$ cat config.mk
export PLATFORM = sky130hd
export DESIGN_NAME = dct_mac_sched
export DESIGN_NICKNAME = d
export VERILOG_FILES = /design/src/rtl/dct_sched_pkg.sv /design/src/rtl/dct_sched_pipe.sv /design/src/rtl/dct_mac_sched.sv
export SDC_FILE = /design/constraint.sdc
export NUM_CORES = 1
export LEC_CHECK = 0
export CORE_MARGIN = 4
export CORE_UTILIZATION = 43
export CTS_CLUSTER_SIZE = 8
export DETAILED_ROUTE_END_ITERATION = 8
export GPL_TIMING_DRIVEN = 0
export PLACE_DENSITY = 0.7
export REMOVE_ABC_BUFFERS = 1
export SYNTH_ARGS = -nofsm -noshare
export SYNTH_HDL_FRONTEND = slang
export SYNTH_SLANG_ARGS = --single-unit
$ cat constraint.sdc
create_clock -name clk -period 1.7 [get_ports clk]
set_input_delay 0.17 -clock clk [delete_from_list [all_inputs] [get_ports clk]]
set_output_delay 0.17 -clock clk [all_outputs]
set_load 0.02 [all_outputs]
$ cat src/rtl/dct_sched_pkg.sv
// Shared types and defaults for the DCT multiply-accumulate sequencer.
package dct_sched_pkg;

  localparam int unsigned N_TAPS_D  = 8;
  localparam int unsigned N_OUT_D   = 8;
  localparam int unsigned MAC_LAT_D = 2;

  typedef enum logic [1:0] {
    StIdle,
    StRun,
    StDrain,
    StDone
  } state_e;

  // Index width that stays at least one bit for degenerate sizes.
  function automatic int unsigned idx_width(input int unsigned n);
    return (n > 1) ? $clog2(n) : 1;
  endfunction

endpackage

$ cat src/rtl/dct_sched_pipe.sv
// Fixed-depth shift of {valid, coefficient index} that mirrors the MAC pipeline latency.
module dct_sched_pipe #(
  parameter int unsigned Depth = 2,
  parameter int unsigned IdxW  = 3
) (
  input  logic            clk,
  input  logic            rst,
  input  logic            ena,
  input  logic            in_valid,
  input  logic [IdxW-1:0] in_idx,
  output logic            out_valid,
  output logic [IdxW-1:0] out_idx,
  output logic            pend
);

  logic [Depth-1:0] valid_q;
  logic [IdxW-1:0]  idx_q [Depth];

  always_ff @(posedge clk) begin
    if (rst) begin
      valid_q <= '0;
      for (int i = 0; i < int'(Depth); i++) idx_q[i] <= '0;
    end else if (ena) begin
      valid_q[0] <= in_valid;
      idx_q[0]   <= in_idx;
      for (int i = 1; i < int'(Depth); i++) begin
        valid_q[i] <= valid_q[i-1];
        idx_q[i]   <= idx_q[i-1];
      end
    end
  end

  assign out_valid = valid_q[Depth-1];
  assign out_idx   = idx_q[Depth-1];

  // Results still travelling behind the output stage.
  always_comb begin
    pend = 1'b0;
    for (int i = 0; i < int'(Depth) - 1; i++) pend = pend | valid_q[i];
  end

endmodule

$ cat src/rtl/dct_mac_sched.sv
// Walks the N_OUT x N_TAPS products of one 8-point DCT and flags finished coefficients.
module dct_mac_sched
  import dct_sched_pkg::*;
#(
  parameter int unsigned N_TAPS  = N_TAPS_D,
  parameter int unsigned N_OUT   = N_OUT_D,
  parameter int unsigned MAC_LAT = MAC_LAT_D,
  localparam int unsigned TapW   = idx_width(N_TAPS),
  localparam int unsigned OutW   = idx_width(N_OUT),
  localparam int unsigned AddrW  = idx_width(N_OUT * N_TAPS)
) (
  input  logic             clk,
  input  logic             rst,
  input  logic             ena,
  input  logic             start,
  output logic             busy,
  output logic [TapW-1:0]  samp_idx,
  output logic [AddrW-1:0] coef_addr,
  output logic             mac_clr,
  output logic             mac_en,
  output logic             res_valid,
  output logic [OutW-1:0]  res_idx,
  output logic             done
);

  state_e          state_q;
  logic [TapW-1:0] tap_q;
  logic [OutW-1:0] out_q;

  logic            tap_last;
  logic            out_last;
  logic            issue_last;
  logic [OutW-1:0] issue_idx;
  logic            pipe_valid;
  logic [OutW-1:0] pipe_idx;
  logic            pipe_pend;

  assign tap_last = (tap_q == TapW'(N_TAPS - 1));
  assign out_last = (out_q == OutW'(N_OUT - 1));

  always_ff @(posedge clk) begin
    if (rst) begin
      state_q <= StIdle;
      tap_q   <= '0;
      out_q   <= '0;
    end else if (ena) begin
      unique case (state_q)
        StIdle: begin
          if (start) begin
            state_q <= StRun;
            tap_q   <= '0;
            out_q   <= '0;
          end
        end
        StRun: begin
          if (tap_last) begin
            tap_q <= '0;
            if (out_last) begin
              out_q   <= '0;
              state_q <= StDrain;
            end else begin
              out_q <= out_q + OutW'(1);
            end
          end else begin
            tap_q <= tap_q + TapW'(1);
          end
        end
        // The final result may sit in the output stage while we leave.
        StDrain: if (!pipe_pend) state_q <= StDone;
        StDone:  state_q <= StIdle;
        default: state_q <= StIdle;
      endcase
    end
  end

  always_comb begin
    busy       = (state_q != StIdle);
    mac_en     = ena & (state_q == StRun);
    mac_clr    = mac_en & (tap_q == '0);
    samp_idx   = tap_q;
    coef_addr  = AddrW'(out_q) * AddrW'(N_TAPS) + AddrW'(tap_q);
    issue_last = mac_en & tap_last;
    issue_idx  = issue_last ? out_q : '0;
    res_valid  = ena & pipe_valid;
    res_idx    = pipe_idx;
    done       = ena & (state_q == StDone);
  end

  dct_sched_pipe #(
    .Depth (MAC_LAT),
    .IdxW  (OutW)
  ) u_pipe (
    .clk       (clk),
    .rst       (rst),
    .ena       (ena),
    .in_valid  (issue_last),
    .in_idx    (issue_idx),
    .out_valid (pipe_valid),
    .out_idx   (pipe_idx),
    .pend      (pipe_pend)
  );

endmodule

==> metrics <==
status finished, final reports clean; first-pass GRT wire length 2680 um; Detail Route Antenna Nets 0; relative slew slack 67.3%; Final WS setup 27.5 ps; GRT overflow 0; CP required 1910 ps; critical path, cell by cell inv_2, ha_4, nor2b_2, a221o_1, or3_1, a21oi_1; Hold Vio Cnt, Final 0; Final #Nets 126; R2R depth 6; gp weighted congestion 0.750; Cell Pwr Density 695 nW/um^2; 1st-pass router iterations 4; vias 682; sequential area share after synthesis 42.0%; critical path type register to register; Final Instance Area 1190 sq um; clk root buf clkbuf_4; placed instance area 1090 sq um; Final min period 1670 ps; number of global-route vias before repair 610; WHS Path Cells 1; pre-CTS WS -522 ps; worst vdd ir 0.411 mV; gr usage total 13.0%; R2R setup slack 30 ps; clk buf depth 2; CP Buf/Inv Count 1; starting density of the core 45.7%; nature of the critical path startpoint register; clock sink count 16; Setup Viol. Count Final 0; final setup TNS 0 ps; CTS tree built; final WL 1690 um; arrival time at the worst endpoint 1890 ps; cells after synthesis 92; die area 2910 sq um; Die W 53.9 um; clock slew at reported path FFs 90 ps; worst hold path type register to register; Area Overhead vs Synth 31.2%; Distinct cells, synth 24; max_cap viols 0; Crit path largest cell delay 370 ps; Port Buffer Count 20; Max Clk Rate 598 MHz; DRT iter0 DRCs 7; Worst setup EP type register; YS warnings 0; CTS buffer count 3; mapped cell area 906 sq um; fillcell total 162; # diodes 0; # rows 16; area of the multi-input gates 482 sq um; share of cells above drive strength 1 20.7%; most common cell after layout, fill and taps aside clkdlybuf4s50_1; largest net degree at the start of global routing 14; I/O pin count 21; Via density 4.94; Yosys reg bits 16; clock skew 4.88 ps; Crit-path slowest cell dfxtp_2; register area 395 sq um; reg2reg end state_q[0]; DRC viols 0; initial antenna violation count 0; Tcrit/Tclk final 98.4%; Least-Margin Pin Slew 491 ps; H-Tree Depth 1; DR WL/cell 12.2 um; CORE AREA 1980 sq um; synthesized area per cell 9.85 sq um; clock latency on the worst-skew pair 290 ps; crit-path max FO 4; die height 53.9 um; most frequent cells in the layout 15 x clkdlybuf4s50_1, 9 x and2_1, 8 x inv_1, 7 x nand2_1, 7 x a21oi_1; RR Startpoint state_q[1]; Hold Path End u_pipe.valid_q[0]; Final Max Tran Viols 0; beginning of the worst hold path u_pipe.valid_q[0]; Top Family by Delay on Critical Path simple AND/OR/NAND/NOR gates; DP HPWL 1200 um; leakage 0.490 nW; RSZ-0062 raised after global routing yes
-- worst register-to-register path: stages, from the launching register on --
cell     delay, ps
dfxtp_2        370
inv_2           80
ha_4           180
nor2b_2        170
a221o_1        300
or3_1          370
a21oi_1        140
-- power by group --
| part | leakage [nW] | internal, mW | switching, mW |
|---|---|---|---|
| registers | 0.151 | 0.410 | 0.0128 |
| clock network | 0.0154 | 0.0853 | 0.119 |
| logic | 0.323 | 0.0924 | 0.107 |
-- routing by layer --
metal  vias up  global-route usage (%)  wire length, um
li1        346                       -                -
met2        19                    22.0              848
met1       313                    14.7              728
met3         4                    3.32               85
met4         0                    7.66               26
met5         -                       0                0
-- cells in the mapped netlist --
library cell | n | area (sq um)
dfxtp_1 | 10 | 200
ha_1 | 10 | 125
and2_1 | 9 | 56.3
inv_1 | 9 | 33.8
a21oi_1 | 7 | 35.0
nand2_1 | 7 | 26.3
buf_4 | 6 | 45.0
edfxtp_1 | 6 | 180
nor2_1 | 5 | 18.8
o21ai_0 | 3 | 15.0
clkbuf_1 | 2 | 7.51
mux2i_1 | 2 | 20.0
nand4_1 | 2 | 12.5
nor2b_1 | 2 | 12.5
nor3b_1 | 2 | 15.0
or3_1 | 2 | 12.5
a21o_1 | 1 | 7.51
a221o_1 | 1 | 10.0
a41oi_1 | 1 | 8.76
mux2_2 | 1 | 11.3
mux2_4 | 1 | 15.0
o211ai_4 | 1 | 21.3
or2_1 | 1 | 6.26
or4b_1 | 1 | 10.0
-- kinds of logic (layout without fill, tap and decap cells) --
| group | Yosys count | in the layout | synth area share (%) |
|---|---|---|---|
| buffers and inverters | 17 | 36 | 9.53 |
| adder cells (fa/ha/maj) | 10 | 10 | 13.8 |
| AND/OR/NAND/NOR | 31 | 31 | 18.8 |
| multiplexers | 4 | 4 | 5.11 |
| AO/OA/AOI/OAI | 14 | 14 | 10.8 |
| flip-flops | 16 | 16 | 42.0 |
-- sequential cells by signal, summed over array words and instances, names as in the netlist --
signal and cells:
state_q 2, out_q 3, u_pipe.idx_q 6, samp_idx 3
u_pipe.valid_q 2
-- timing repair --
item | 4_1_cts | 5_1_grt
pin swaps | 0 | 1
hold buffers | 0 | 0
cloned | 0 | 0
hold endpoints to repair | 0 | 0
buffers inserted | 0 | 3
gates resized for setup | 16 | 15
setup endpoints to repair | 8 | 6
-- how the worst max path moves through the flow --
stage | start | to | slack, ps | depth (start not counted)
3_3_place_gp | ena | mac_clr | -470 | 4
4_1_cts | state_q[1] | mac_clr | -7 | 5
6_report | state_q[1] | state_q[0] | 30 | 6
2_1_floorplan | samp_idx[0] | out_q[0] | -150 | 6
5_1_grt | samp_idx[0] | out_q[0] | -50 | 6
3_5_place_dp | ena | mac_clr | -520 | 4
-- per-stage QoR --
stage          utilization, %  total power [mW]  instances  hold WS [ps]
2_1_floorplan               -             0.544         84           239
3_3_place_gp             54.9             0.608        131           464
3_5_place_dp             54.9             0.611        131           476
4_1_cts                  56.2             0.820        135           499
5_1_grt                  60.0             0.869        138           532
6_report                 60.0             0.827        138           498
-- layout make-up --
type,instances,share of cell area [%]
well taps,27,2.84
repair buffers,23,18.3
inverters,9,2.84
clock buffers,3,1.89
clock inverters,1,0.316
flip-flops and latches,16,33.3
multi-input cells,59,40.5
No activity file was read; power rests on OpenSTA's default activity.
